===== config.mk =====
export PLATFORM = sky130hd
export DESIGN_NAME = dnn_dense_accel
export DESIGN_NICKNAME = d
export VERILOG_FILES = /design/src/rtl/dnn_dense_accel.sv
export SDC_FILE = /design/constraint.sdc
export NUM_CORES = 2
export LEC_CHECK = 0
export BUFFER_PORTS_ARGS = -buffer_cell sky130_fd_sc_hd__buf_2
export CAP_MARGIN = 20
export CORE_MARGIN = 1
export CORE_UTILIZATION = 65
export DETAILED_ROUTE_END_ITERATION = 8
export GPL_TIMING_DRIVEN = 0
export PLACE_DENSITY = 0.82
export SYNTH_ARGS = -nofsm -noshare
export SYNTH_HDL_FRONTEND = slang
export SYNTH_SLANG_ARGS = --single-unit

===== constraint.sdc =====
create_clock -name clk -period 20.9 [get_ports clk]
set_input_delay 3.135 -clock clk [delete_from_list [all_inputs] [get_ports clk]]
set_output_delay 3.135 -clock clk [all_outputs]
set_load 0.02 [all_outputs]

===== src/rtl/dnn_dense_accel.sv =====
// dnn_dense_accel: dense-layer accelerator computing up to LANES Q16.16 neuron
// outputs per launch (out[n] = bias[n] + sum_k w[n][k]*act[k]). Operands are
// fetched over an Avalon-MM master; the Nios II configures it through an
// Avalon-MM slave. Define DNN_RELU_EN to clamp negative results to zero on
// the write-back path.
//
// state   | meaning
// --------+-------------------------------------------------------------
// IDLE    | waiting for a CTRL write
// RD_BIAS | loading N biases into the lane accumulators
// RD_ACT  | fetching act[k], shared by every lane
// RD_W    | fetching w[n][k] for n = 0..N-1, one MAC per returned word
// WR_OUT  | writing N results back, lane order
// DONE    | one cycle: done set, busy clear, then back to IDLE
module dnn_dense_accel #(
  parameter int LANES  = 4,
  parameter int ADDR_W = 32,
  parameter int LEN_W  = 16
) (
  input  logic              clk,
  input  logic              reset,
  input  logic [2:0]        slave_address,
  input  logic              slave_read,
  input  logic              slave_write,
  input  logic [31:0]       slave_writedata,
  output logic [31:0]       slave_readdata,
  output logic              slave_waitrequest,
  output logic [ADDR_W-1:0] master_address,
  output logic              master_read,
  output logic              master_write,
  output logic [31:0]       master_writedata,
  input  logic [31:0]       master_readdata,
  input  logic              master_readdatavalid,
  input  logic              master_waitrequest
);

  localparam logic [2:0] S_IDLE    = 3'd0;
  localparam logic [2:0] S_RD_BIAS = 3'd1;
  localparam logic [2:0] S_RD_ACT  = 3'd2;
  localparam logic [2:0] S_RD_W    = 3'd3;
  localparam logic [2:0] S_WR_OUT  = 3'd4;
  localparam logic [2:0] S_DONE    = 3'd5;
  localparam int LW = (LANES > 1) ? $clog2(LANES) : 1;

  logic [2:0]         state;
  logic [31:0]        w_base, in_base, bias_base, out_base, nlanes;
  logic [LEN_W-1:0]   len, k;
  logic [LEN_W:0]     k_next;
  logic [LW-1:0]      idx, n_last, mac_lane;
  logic signed [31:0] acc [LANES];
  logic [31:0]        act;
  logic [31:0]        prod_q;
  logic signed [63:0] prod_full;
  logic               rd_pend, done, mac_v, busy, start, rdv;
  logic [31:0]        rd_mux, res;
  logic [ADDR_W-1:0]  stride;
  logic               unused_prod;

  assign busy              = (state != S_IDLE) && (state != S_DONE);
  assign slave_waitrequest = slave_write && (state != S_IDLE);
  assign start             = slave_write && !slave_waitrequest && (slave_address == 3'd0);
  assign rdv               = master_readdatavalid && rd_pend;
  assign k_next            = {1'b0, k} + 1'b1;
  assign stride            = ADDR_W'({len, 2'b00});
  assign prod_full         = $signed(act) * $signed(master_readdata);
  assign unused_prod       = ^{prod_full[63:48], prod_full[15:0]};

  // Effective lane count: 0 or out-of-range NLANES means all lanes.
  always_comb begin
    n_last = LW'(LANES - 1);
    if (nlanes != 32'd0 && nlanes <= 32'(LANES))
      n_last = LW'(nlanes - 32'd1);
  end

  // Config register file; writes land only while idle (waitrequest holds them off).
  always_ff @(posedge clk) begin
    if (reset) begin
      w_base    <= '0;
      in_base   <= '0;
      bias_base <= '0;
      out_base  <= '0;
      len       <= '0;
      nlanes    <= '0;
    end else if (slave_write && !slave_waitrequest) begin
      case (slave_address)
        3'd1: w_base    <= slave_writedata;
        3'd2: in_base   <= slave_writedata;
        3'd3: bias_base <= slave_writedata;
        3'd4: out_base  <= slave_writedata;
        3'd5: len       <= slave_writedata[LEN_W-1:0];
        3'd6: nlanes    <= slave_writedata;
        default: ;
      endcase
    end
  end

  // Register read-back; never stalled.
  always_comb begin
    rd_mux = '0;
    case (slave_address)
      3'd0: rd_mux = {30'd0, done, busy};
      3'd1: rd_mux = w_base;
      3'd2: rd_mux = in_base;
      3'd3: rd_mux = bias_base;
      3'd4: rd_mux = out_base;
      3'd5: rd_mux = 32'(len);
      3'd6: rd_mux = nlanes;
      default: rd_mux = '0;
    endcase
    slave_readdata = slave_read ? rd_mux : 32'd0;
  end

  // Result path; the clamp is purely combinational so it adds no cycle.
  always_comb begin
    res = acc[idx];
`ifdef DNN_RELU_EN
    if (res[31]) res = '0;
`endif
    master_writedata = master_write ? res : 32'd0;
  end

  // Sequencer, master handshake and the two-stage MAC (product register, then accumulate).
  always_ff @(posedge clk) begin
    if (reset) begin
      state          <= S_IDLE;
      master_read    <= 1'b0;
      master_write   <= 1'b0;
      master_address <= '0;
      rd_pend        <= 1'b0;
      done           <= 1'b0;
      mac_v          <= 1'b0;
      mac_lane       <= '0;
      prod_q         <= '0;
      act            <= '0;
      idx            <= '0;
      k              <= '0;
      for (int i = 0; i < LANES; i++) acc[i] <= '0;
    end else begin
      mac_v <= 1'b0;
      if (mac_v) acc[mac_lane] <= acc[mac_lane] + $signed(prod_q);
      if (master_read && !master_waitrequest) begin
        master_read <= 1'b0;
        rd_pend     <= 1'b1;
      end
      if (rdv) rd_pend <= 1'b0;
      case (state)
        S_IDLE: if (start) begin
          state          <= S_RD_BIAS;
          done           <= 1'b0;
          idx            <= '0;
          k              <= '0;
          master_read    <= 1'b1;
          master_address <= ADDR_W'(bias_base);
        end
        S_RD_BIAS: if (rdv) begin
          acc[idx] <= master_readdata;
          if (idx == n_last) begin
            idx <= '0;
            if (len == '0) begin
              state <= S_WR_OUT;
            end else begin
              state          <= S_RD_ACT;
              master_read    <= 1'b1;
              master_address <= ADDR_W'(in_base);
            end
          end else begin
            idx            <= idx + 1'b1;
            master_read    <= 1'b1;
            master_address <= master_address + ADDR_W'(4);
          end
        end
        S_RD_ACT: if (rdv) begin
          act            <= master_readdata;
          state          <= S_RD_W;
          idx            <= '0;
          master_read    <= 1'b1;
          master_address <= ADDR_W'(w_base) + (ADDR_W'(k) << 2);
        end
        S_RD_W: if (rdv) begin
          prod_q   <= prod_full[47:16];
          mac_lane <= idx;
          mac_v    <= 1'b1;
          if (idx == n_last) begin
            idx <= '0;
            if (k_next == {1'b0, len}) begin
              state <= S_WR_OUT;
            end else begin
              k              <= k_next[LEN_W-1:0];
              state          <= S_RD_ACT;
              master_read    <= 1'b1;
              master_address <= ADDR_W'(in_base) + (ADDR_W'(k_next) << 2);
            end
          end else begin
            idx            <= idx + 1'b1;
            master_read    <= 1'b1;
            master_address <= master_address + stride;
          end
        end
        // First cycle here lets the last MAC land before the first strobe.
        S_WR_OUT: if (!master_write) begin
          master_write   <= 1'b1;
          master_address <= ADDR_W'(out_base);
        end else if (!master_waitrequest) begin
          if (idx == n_last) begin
            master_write   <= 1'b0;
            master_address <= '0;
            done           <= 1'b1;
            state          <= S_DONE;
          end else begin
            idx            <= idx + 1'b1;
            master_address <= master_address + ADDR_W'(4);
          end
        end
        S_DONE: state <= S_IDLE;
        default: state <= S_IDLE;
      endcase
    end
  end

endmodule

Yosys cells after proc, flatten, opt, wreduce, memory -nomap -nowiden
Memory sizes are Yosys's and may differ from the RTL's. A register that Yosys moved wholly into a read port is not among the register bits.
Cells that the tools add are included.

operators by class
  add/sub/neg operators = 8
  multiply operators = 1
  divide/modulo/power cells = 0
  order comparisons = 1
  equal/unequal tests = 28
  shift operators = 0
  multiplexer cells = 78
  bitwise logic cells = 1
  reduce and logical (&&, ||, !) cells = 36

operators with widths
  cell                                                   count
  2-to-1 mux 32 bit                                      15
  one-hot mux 32 bit (7 select lines)                    1
  one-hot mux 32 bit (5 select lines)                    1
  adder 32 x 18 -> 32 bit                                2
  2-to-1 mux 16 bit                                      4
  OR reduction 32 bit                                    2
  multiplier 32 x 32 -> 48 bit                           1
  2-to-1 mux 3 bit                                       11
  adder 32 x 19 -> 32 bit                                1
  adder 32 x 3 -> 32 bit (second input constant)         1
  adder 32 bit                                           1
  <= comparator 32 x 3 -> 1 bit (second input constant)  1
  one-hot mux 16 bit (2 select lines)                    1
  nonzero test 32 bit                                    1
  2-to-1 mux 2 bit                                       14
  2-to-1 mux 1 bit                                       27
  inequality test 2 bit (second input constant)          11
  adder 16 x 1 -> 17 bit (second input constant)         1
  == test 17 x 16 -> 1 bit                               1
  zero test 16 bit                                       1
  AND reduction 2 bit                                    8
  one-hot mux 3 bit (5 select lines)                     1
  == test 3 x 2 -> 1 bit (second input constant)         4
  == test 3 bit (second input constant)                  4
  22 further kinds                                       38

storage, ports and cells
  flip-flop bits (word level) = 300
  bits in latches = 0
  RAM bits = 128
  ROM bits = 0
  input bits = 73
  output and inout port bits = 99
  word-level logic and storage cells = 172
  memories = 1

memories
  name  depth  width  read ports  clocked after memory_dff  wr ports  line  source
  acc   4      32     2           2                         4         50    logic signed [31:0] acc [LANES];

Depth between registers and ports, before layout
  depth after elaboration = 10
  depth in mapped cells = 27
  gate-level depth less buffers = 25

Least setup slack after synthesis
Ideal clock, no wire load.

  path type = input port to flip-flop
  from = input master_readdata[2]
  to = register prod_q[15]
  setup time = 116 ps
  data arrival time = 10,110 ps
  required time = 20,784 ps
  slack = 10,674 ps
  stages = 25
  path buffers = 2
  cells stage by stage = clkbuf_1 > clkbuf_1 > nand2_1 > fa_1 > inv_1 > fa_1 > inv_1 > fa_1 > fa_1 > fa_1 > inv_1 > fa_1 > inv_1 > fa_1 > fa_1 > inv_1 > ha_1 > nand4_1 > or4_1 > a311oi_1 > o21ai_0 > a21boi_0 > o21a_1 > nor3_1 > a31o_2

on the way
  cells in the longest elaborated chain, start to end = 1

RTL lines
  element                       line  source
  from (decl)                   32    input logic [31:0] master_readdata,
  multiplier 32 x 32 -> 48 bit  65    assign prod_full = $signed(act) * $signed(master_readdata);
  to (signal assigned)          180   prod_q <= prod_full[47:16];
  to (decl)                     52    logic [31:0] prod_q;

No other way between the ends.
A chain may end at the register's enable or synchronous reset.

Worst setup path in the final report
  from = input master_readdata[12]
  to = register prod_q[16]

Same word-level chain as after synthesis.

==> impl_metrics.json <==
{
  "status": "finished, violations left",
  "failed_checks": "DRC",
  "setup_viol": 0,
  "rsz0062_at_grt": "false",
  "yosysSeqAreaShare_pct": 18.0,
  "slew_headroom_pct": 14.1,
  "post_drt_wl_per_cell_microns": 29.5,
  "slowest_delay_ns": 0.86,
  "ys_top_cells_by_area": "fa_1 (31%), dfxtp_1 (11%), nand2_1 (7.7%), edfxtp_1 (7.0%), and2_1 (5.8%)",
  "ctsResizeCount": 0,
  "synth_async_sr_flop_share_pct": 0,
  "yosys_most_used_dff": "dfxtp_1",
  "synthCells": 6243,
  "hold_path_class": "reg2reg",
  "drive_above_1_share_pct": 5.64,
  "hold_viol_final": 0,
  "die_x_microns": 293,
  "fin_ws_ns": 8.16,
  "critPathKind": "in2reg",
  "finalWirelength_microns": 226000,
  "setup_tns_ns": 0,
  "synth_edf_count": 128,
  "start_util_pct": 65.7,
  "drtIter0Drc": 8200,
  "ctsRootBufferMaster": "clkbuf_16",
  "grt_pass1_vias": 48900,
  "numCtsBuffers": 49,
  "post_cts_buffers": 0,
  "clk_latency_ns": 0.64,
  "worst-path-max-fanout": 10,
  "skew_ns": 0.0297,
  "ant_nets": 0,
  "fmax_mhz": 78.5,
  "p_per_area_nw_per_um2": 34.6,
  "antenna_found_initial": 25,
  "syn_area_sq_um": 55000,
  "cts_hold_buf": 0,
  "yosys.area.top_type": "fa_1",
  "nFillCells": 6627,
  "path_cells": "clkbuf_1 -> clkbuf_1 -> and2_1 -> fa_1 -> inv_1 -> fa_1 -> fa_1 -> fa_1 -> inv_1 -> fa_1 -> fa_1 -> fa_1 -> fa_1 -> ha_1 -> nand4_1 -> or4_1 -> a311oi_1 -> o21ai_0 -> a21boi_0 -> o22ai_1 -> mux2i_1 -> nand2_1",
  "cts_buffer_depth": 3,
  "clock-sinks": 432,
  "synth_warnings": 0,
  "drv_cap": 0,
  "cp-end-kind": "flip-flop",
  "tightest_slew_ns": 1.29,
  "fin_crit_sh_pct": 61.0,
  "dpl_worst_slack_ns": 8.21,
  "die_h_microns": 293,
  "drtPass1Iterations": 9,
  "crit_arrival_ns": 13.27,
  "rows": 106,
  "clk_pin_slew_ns": 0.06,
  "die-area_sq_um": 85800,
  "synth_fp_nets": 7408,
  "cts_tree": "built",
  "ys_types": 88,
  "final_common_cell": "nand2_1",
  "final_cell_mix": "nand2_1 (1,125), fa_1 (842), inv_1 (814)",
  "htree_levels": 2,
  "drc": 1,
  "ys_ff_latch": 432,
  "synth_top_area_share_pct": 30.6,
  "routed-via-count": 51300,
  "worstPathRequired_ns": 21.42,
  "gr-total-overflow": 0,
  "num_io_pins": 172,
  "grt_max_degree": 33,
  "routed_via_density": 6.70,
  "grt_util_all_layers_pct": 52.5,
  "worst_setup_path_start_kind": "primary input",
  "cp_slowest_cell": "clkbuf_1",
  "syn_to_final_growth_pct": 7.51,
  "leakage_nw": 25.3,
  "avgSynthCellArea_sq_um": 8.81,
  "grt_pass1_wl_microns": 324000,
  "io_buffers": 148,
  "maxSlewViolCount": 0,
  "ir_worst_vdd_uv": 84.2,
  "period_needed_ns": 12.74,
  "cp_common_cell": "fa_1",
  "fp.coreArea_sq_um": 83700,
  "final_nets": 7630,
  "dpl.hpwl_microns": 182000,
  "gp_congestion": 1.12
}
## stage by stage
step,hold slack (ns),util [%],power [mW],instances,instance area [sq um]
finish,0.460,70.7,2.05,7654,59100
CTS,0.461,70.5,2.01,7625,59000
detailed placement,0.453,68.5,1.13,7537,57300
floorplan,0.436,-,1.02,6243,55000
global placement,0.448,68.3,1.13,7525,57200
global route,0.481,70.6,2.06,7638,59100
## per-layer routing
layer / vias up / wire [microns] / part of all wire (%) / global-route usage (%)
met5: - / 132 / 0.058 / 0
met1: 24800 / 80400 / 36 / 69.9
met4: 18 / 13600 / 6.0 / 25.1
li1: 20700 / - / - / -
met3: 957 / 43100 / 19 / 26.1
met2: 4847 / 88400 / 39 / 70.7
## state kept, by name (all words and copies together), names as in the netlist, named ones only
register        flops
out_base           32
master_address     32
prod_q             32
mac_lane            2
mac_v               1
acc               128
k                  16
state               3
act                32
master_read         1
len                16
nlanes             32
idx                 2
bias_base          32
w_base             32
done                1
rd_pend             1
master_write        1
in_base            32
## report_power, final
part,total [mW],internal [mW],leakage [nW],switching (mW)
sequential,0.896,0.878,3.78,0.0181
clock,0.908,0.504,0.789,0.404
combinational,0.245,0.0579,20.8,0.187
## worst max-delay path, delay by kind of cell
kind / cells / cell delay, ns
fa+ha+maj: 9 / 5.10
mux: 1 / 0.19
simple gates: 4 / 0.93
buf+inv: 4 / 1.89
compound gates: 4 / 2.01
## cell type report
type,instances,area [sq um],area share [%]
antenna,18,45.0,0.0762
clock inverter,24,254,0.429
inverter,814,3060,5.17
buffer,414,1580,2.67
clock buffer,64,1380,2.32
tap,1134,1420,2.40
multi-input combinational,4583,40500,68.4
sequential,432,9930,16.8
timing repair buffer,171,1020,1.73
## worst paths after layout
check / depth (start not counted) / start / slack, ns / end
setup reg to reg: 21 / act[19] / 10.73 / prod_q[16]
setup / recovery: 22 / master_readdata[12] / 8.16 / prod_q[16]
hold / removal: 2 / prod_q[11] / 0.46 / prod_q[11]
hold reg to reg: 2 / prod_q[11] / 0.46 / prod_q[11]
## cell usage after synthesis, types with 28 or more instances
master	count
a211oi_1	44
a21o_1	47
a21oi_1	416
a22o_1	60
a22oi_1	72
a31oi_1	29
and2_1	509
clkbuf_1	373
dfxtp_1	304
edfxtp_1	128
fa_1	842
ha_1	250
inv_1	814
mux2i_1	28
mux4_2	65
nand2_1	1125
nand3_1	85
nand4_1	38
nor2_1	155
nor2b_1	33
nor3_1	49
o21ai_0	153
xnor2_1	126
xor2_1	67
## logic make-up (layout without fill, tap and decap cells)
family	Yosys count	in the layout	share of synthesized area (%)
buffers and inverters	1228	1487	8.43
other	0	18	0
XOR/XNOR	199	199	3.33
flip-flops	432	432	18.0
AO/OA/AOI/OAI	1047	1047	12.0
adder cells (fa/ha/maj)	1092	1092	36.3
AND/OR/NAND/NOR	2151	2151	18.6
multiplexers	94	94	3.19
Power figures use the tool's default switching activity.
